$ cat src/rtl/mem_arbiter.sv
// Round-robin arbiter sharing one synchronous memory between the CPU and the loader/debug port.
// Grant one cycle after a request edge, read data the cycle after the grant; requesters hold req until granted.
module mem_arbiter #(
    parameter int AWIDTH   = 5,
    parameter int DWIDTH   = 8,
    parameter int LOCK_MAX = 8
) (
    input  logic              clk,
    input  logic              rst,
    input  logic              cpu_req,
    input  logic              cpu_wr,
    input  logic [AWIDTH-1:0] cpu_addr,
    input  logic [DWIDTH-1:0] cpu_wdata,
    output logic              cpu_gnt,
    output logic              cpu_rvalid,
    output logic [DWIDTH-1:0] cpu_rdata,
    input  logic              ldr_req,
    input  logic              ldr_wr,
    input  logic [AWIDTH-1:0] ldr_addr,
    input  logic [DWIDTH-1:0] ldr_wdata,
    input  logic              ldr_lock,
    output logic              ldr_gnt,
    output logic              ldr_rvalid,
    output logic [DWIDTH-1:0] ldr_rdata,
    output logic              mem_rd,
    output logic              mem_wr,
    output logic [AWIDTH-1:0] mem_addr,
    output logic [DWIDTH-1:0] mem_wdata,
    input  logic [DWIDTH-1:0] mem_rdata
);

    typedef enum logic [1:0] {
        IDLE  = 2'd0,
        G_CPU = 2'd1,
        G_LDR = 2'd2
    } state_t;

    localparam int CW = (LOCK_MAX > 1) ? $clog2(LOCK_MAX) : 1;
    localparam logic [CW-1:0] CNT_MAX = CW'(LOCK_MAX - 1);

    state_t          state_q, state_d;
    logic            last_ldr_q, last_ldr_d;
    logic [CW-1:0]   lock_cnt_q, lock_cnt_d;
    logic            cpu_rvalid_q, cpu_rvalid_d;
    logic            ldr_rvalid_q, ldr_rvalid_d;
    logic            cpu_at_limit;

    // The CPU only forces the loader off once it has waited through LOCK_MAX locked grants.
    assign cpu_at_limit = cpu_req && (lock_cnt_q == CNT_MAX);

    always_comb begin
        state_d = state_q;
        unique case (state_q)
            IDLE: begin
                if (cpu_req && ldr_req) begin
                    state_d = last_ldr_q ? G_CPU : G_LDR;
                end else if (cpu_req) begin
                    state_d = G_CPU;
                end else if (ldr_req) begin
                    state_d = G_LDR;
                end
            end
            G_CPU: begin
                state_d = ldr_req ? G_LDR : IDLE;
            end
            G_LDR: begin
                if (ldr_lock && ldr_req && !cpu_at_limit) begin
                    state_d = G_LDR;
                end else if (cpu_req) begin
                    state_d = G_CPU;
                end else begin
                    state_d = IDLE;
                end
            end
            default: state_d = IDLE;
        endcase
    end

    always_comb begin
        lock_cnt_d = '0;
        if (state_q == G_LDR && state_d == G_LDR && cpu_req) begin
            lock_cnt_d = (lock_cnt_q == CNT_MAX) ? lock_cnt_q : lock_cnt_q + CW'(1);
        end
    end

    always_comb begin
        last_ldr_d = last_ldr_q;
        if (state_q == G_CPU) begin
            last_ldr_d = 1'b0;
        end else if (state_q == G_LDR) begin
            last_ldr_d = 1'b1;
        end
    end

    assign cpu_gnt = (state_q == G_CPU);
    assign ldr_gnt = (state_q == G_LDR);

    assign mem_rd    = (cpu_gnt && !cpu_wr) || (ldr_gnt && !ldr_wr);
    assign mem_wr    = (cpu_gnt && cpu_wr) || (ldr_gnt && ldr_wr);
    assign mem_addr  = cpu_gnt ? cpu_addr  : (ldr_gnt ? ldr_addr  : '0);
    assign mem_wdata = cpu_gnt ? cpu_wdata : (ldr_gnt ? ldr_wdata : '0);

    // The return flag follows whoever issued the read, regardless of the current owner.
    assign cpu_rvalid_d = cpu_gnt && !cpu_wr;
    assign ldr_rvalid_d = ldr_gnt && !ldr_wr;

    always_ff @(posedge clk) begin
        if (rst) begin
            state_q      <= IDLE;
            last_ldr_q   <= 1'b1;
            lock_cnt_q   <= '0;
            cpu_rvalid_q <= 1'b0;
            ldr_rvalid_q <= 1'b0;
        end else begin
            state_q      <= state_d;
            last_ldr_q   <= last_ldr_d;
            lock_cnt_q   <= lock_cnt_d;
            cpu_rvalid_q <= cpu_rvalid_d;
            ldr_rvalid_q <= ldr_rvalid_d;
        end
    end

    assign cpu_rvalid = cpu_rvalid_q;
    assign ldr_rvalid = ldr_rvalid_q;
    assign cpu_rdata  = cpu_rvalid_q ? mem_rdata : '0;
    assign ldr_rdata  = ldr_rvalid_q ? mem_rdata : '0;

endmodule

$ cat config.mk
export PLATFORM = sky130hd
export DESIGN_NAME = mem_arbiter
export DESIGN_NICKNAME = d
export VERILOG_FILES = /design/src/rtl/mem_arbiter.sv
export SDC_FILE = /design/constraint.sdc
export NUM_CORES = 1
export LEC_CHECK = 0
export CAP_MARGIN = 40
export CORE_MARGIN = 2
export CORE_UTILIZATION = 25
export DETAILED_ROUTE_END_ITERATION = 7
export GPL_ROUTABILITY_DRIVEN = 0
export PLACE_DENSITY = 0.7
export SYNTH_ARGS = -nofsm -noshare
export SYNTH_HDL_FRONTEND = slang
export SYNTH_SLANG_ARGS = --single-unit
$ cat constraint.sdc
create_clock -name clk -period 3 [get_ports clk]
set_input_delay 0.75 -clock clk [delete_from_list [all_inputs] [get_ports clk]]
set_output_delay 0.75 -clock clk [all_outputs]
set_load 0.02 [all_outputs]
After elaboration in Yosys (flattened, before gate mapping). Index checks and enable logic that the tools add are counted.

Logic and storage cells: 45. Flip-flop bits (word level): 8. Output and inout port bits: 35. Input bits: 41.

Equality and inequality tests: 4. Bitwise gates (word level): 1. Muxes and demuxes: 16. Add/subtract/negate cells: 1. Reductions and logical operators: 18.

Operator list (number): 8-bit two-way mux (4); 2-bit two-way mux (6); 1-bit logical AND (10); 5-bit two-way mux (2); 2-bit case mux with 3 select lines (1); 2-bit == test (second input constant) (2); 3-bit by 1-bit adder with 3-bit output (second input constant) (1); 3-bit == test (second input constant) (1); 1-bit zero test (3); 1-bit two-way mux (3); 2-bit by 1-bit == test with 1-bit output (second input constant) (1); 2-bit zero test (1); 1-bit logical OR (2); 2-bit nonzero test (1); 2-bit OR reduction (1); 1-bit inverter (1).

Logic depth before layout (Yosys ltp).
Word-level depth: 11. Depth in mapped cells: 6. Gate-level depth less buffers: 5.

Worst setup path after synthesis. No wires, ideal clock.

Path kind: flip-flop to output port. From: register state_q[1]. To: output mem_addr[1]. Cell stages (with the launch flop): 6. Arrival: 1421 ps. Path slack: 829 ps. Buffers on the path: 2. Cells stage by stage: dfxtp_1 > inv_1 > ha_1 > buf_4 > clkbuf_1 > a22o_1.

Elaborated cells on any way between the ends: 4. Those cells by class: eq/ne: 2; mux: 2.

RTL lines: start: declaration (line 41) `state_t state_q, state_d;`; start signal: assignment (line 115) `state_q <= state_d;`; 2-bit by 1-bit == test with 1-bit output (line 95) `assign cpu_gnt = (state_q == G_CPU);`; net cpu_gnt (line 14) `output logic cpu_gnt,`; 5-bit two-way mux (line 100) `assign mem_addr = cpu_gnt ? cpu_addr : (ldr_gnt ? ldr_addr : '0);`; end: declaration (line 27) `output logic [AWIDTH-1:0] mem_addr,`.

The timed path passes the listed nets, and every way through them passes these cells.

Worst setup path in the final report.
From: input cpu_wr. To: output mem_rd.

Longest elaborated chain between the ends: 3.

Ends and longest elaborated chain: start: declaration (line 11) `input logic cpu_wr,`; 1-bit zero test (line 98) `assign mem_rd = (cpu_gnt && !cpu_wr) || (ldr_gnt && !ldr_wr);`; 1-bit logical AND (line 98); 1-bit logical OR (line 98); end: declaration (line 25) `output logic mem_rd,`.

No other way between the ends.

==> results.md <==
* CTS max path bufs at 2
* Period Utilization, post-route at 91.6%
* # diodes at 0
* Fraction of layout cells with a size suffix above 1 at 5.70%
* Post-synthesis mux area share at 2.94%
* Synth Instances at 81
* WP data required at 2.25 ns
* Vias per Instance at 4.73
* Yosys reg bits at 8
* Power Density at 347 nW/um^2
* DR iter-0 viols at 30
* Cell area after layout at 1490 sq um
* Clock transition at path regs at 0.06 ns
* Worst Setup Start Kind: input pin
* Initial antenna violation count at 0
* Final Critical Period at 2.75 ns
* Final ANT Viol Nets at 0
* Compound-Gate Fraction of Synth Area at 26.2%
* Starting Density at 27.0%
* Synth area leaders: dfxtp_1 23%, a22o_1 18%, and2_1 15%
* Row cnt at 18
* Max Slew Vio Count at 0
* Clock sink total at 8
* Dpl cell area at 1470 sq um
* VDD IR-drop max at 0.193 mV
* Largest family of logic cells by synthesized area: simple AND/OR/NAND/NOR gates
* Slew HR at 80.8%
* Root buffer cell: clkbuf_4
* Share of Yosys cell area claimed by the top area cell type at 23.5%
* Wirelength, routed at 2.40 mm
* Yosys warns at 0
* Count leader, synth: and2_1
* Crit. End Element: output pin
* Largest net degree at the start of global routing at 19
* Via count at 890
* Status: completed
* H-tree depth at 1
* Post-DR wirelength/cell at 12.8 um
* DRC viols at 0
* Yosys cell types at 23
* Final #Nets at 207
* Port bufs at 75
* RSZ-0062 raised after global routing: false
* Synth Area in Simple Gates at 30.6%
* Async S/R FF share, synth at 0%
* Num CTS Buffers at 3
* Grt ovf at 0
* All-Layer GR Usage at 15.6%
* # Max-Cap Violations at 0
* Post-synthesis sequential area ratio at 23.5%
* Cell area after synthesis at 682 sq um
* Final core utilization at 59.2%
* Post-synth top cells: 16 x and2_1, 14 x a22o_1, 8 x dfxtp_1
* Clk_lat worst skew at 0.25 ns
* TritonRoute pass-1 iters at 3
* # hold bufs at CTS at 0
* Die height at 56.2 um
* Post-synth top flop: dfxtp_1
* First-pass GRT wire length at 3.82 mm
* CTS tree: yes
* Post-synthesis net count at 128
* Number of global-route vias before repair at 885
* Reg2reg path depth at 5
* Adder-Cell Fraction of Synth Area at 11.0%
* Final Hold Fails at 0
* Number of synthesized flops with an enable pin at 0
* Worst Hold Path Cells at 2
* Post-Route Setup TNS at 0 ns
* Setup Skew at 0.000673 ns
* Crit path DAT at 2.00 ns
* Leak at 0.000597 uW
* Tightest Pin Transition at 0.287 ns
* Die area at 3160 sq um
* Mean area per synthesized cell at 8.42 sq um
* CP Class: in2out
* Highest clock rate at 364 MHz
* Core area at 2520 sq um
* Die W at 56.2 um
* Final setup viols at 0
* Yosys top cell by area: dfxtp_1
* Max FO, Critical Path at 2
* Fraction of synthesized cell area in xor and xnor cells at 1.28%
* HPWL after detailed placement at 2.08 mm
* Hold Crit Class: reg2reg
* Synth-to-Final Area Change at 119%
* I/O Pins at 76
* Postcts setup bufs at 0
[what timing repair did]
action / 4_1_cts / 5_1_grt
resized for setup: 0 / 1
endpoints found under the setup margin: 0 / 12
endpoints found under the hold margin: 0 / 0
[where the power goes]
group | switching [uW] | internal [uW] | total (uW)
clock network | 38.1 | 45.9 | 84.0
logic | 141 | 171 | 312
registers | 7.47 | 114 | 121
total | 187 | 331 | 518
[flip-flops by register name, summed over array words and instances, names as in the netlist]
name        cells
cpu_rvalid      1
last_ldr_q      1
ldr_rvalid      1
lock_cnt_q      3
state_q         2
[final cells by class]
| class | instances | area [sq um] |
|---|---|---|
| inverter | 3 | 11.3 |
| fill | 237 | 1030 |
| timing repair buffer | 77 | 766 |
| multi-input combinational | 67 | 497 |
| clock buffer | 3 | 22.5 |
| tap | 30 | 37.5 |
| sequential | 8 | 160 |
[cell usage in the layout, fill, tap and decap left out, types with 2 or more instances in the layout]
| cell | n |
|---|---|
| nand2_1 | 7 |
| and2_1 | 16 |
| inv_1 | 3 |
| clkdlybuf4s50_1 | 75 |
| ha_1 | 6 |
| a22o_1 | 14 |
| nor2_1 | 6 |
| clkbuf_4 | 3 |
| mux2i_1 | 2 |
| buf_4 | 2 |
| nand2b_1 | 3 |
| dfxtp_1 | 8 |
[metrics by stage]
stage          setup slack (ns)  instances  hold slack, ns  power [uW]
2_1_floorplan             0.829         81           0.468         276
3_3_place_gp              0.252        185           0.480         430
3_5_place_dp              0.244        185           0.510         436
4_1_cts                  0.0895        188           0.523         521
5_1_grt                   0.132        188           0.566         551
6_report                  0.253        188           0.510         518
[worst max-delay path, cell delays in order]
cell	delay (ns)
clkdlybuf4s50_1	0.41
nand2b_1	0.16
nand2_1	0.07
clkdlybuf4s50_1	0.60
[logic make-up (layout without fill, tap and decap cells)]
logic type	count (synthesis)	after routing
flip-flops	8	8
adder cells (fa/ha/maj)	6	6
multiplexers	2	2
AO/OA/AOI/OAI	21	21
AND/OR/NAND/NOR	37	37
XOR/XNOR	1	1
buffers and inverters	6	83
[path summary, 6_finish.rpt]
check                                     to                  startpoint  slack, ns
setup / recovery                      mem_rd                      cpu_wr       0.25
hold / removal    lock_cnt_q[1]$_SDFFE_PP0P_  lock_cnt_q[1]$_SDFFE_PP0P_       0.51
setup reg to reg       state_q[0]$_SDFF_PP0_  lock_cnt_q[0]$_SDFFE_PP0P_       1.60
hold reg to reg   lock_cnt_q[1]$_SDFFE_PP0P_  lock_cnt_q[1]$_SDFFE_PP0P_       0.51
[per-layer routing]
metal | up-vias | wire, um | track usage [%]
met5 | - | 0 | 0
li1 | 444 | - | -
met3 | 2 | 356 | 7.21
met2 | 66 | 1190 | 29.2
met1 | 378 | 829 | 14.3
met4 | 0 | 22 | 6.12
Power figures use the tool's default switching activity.
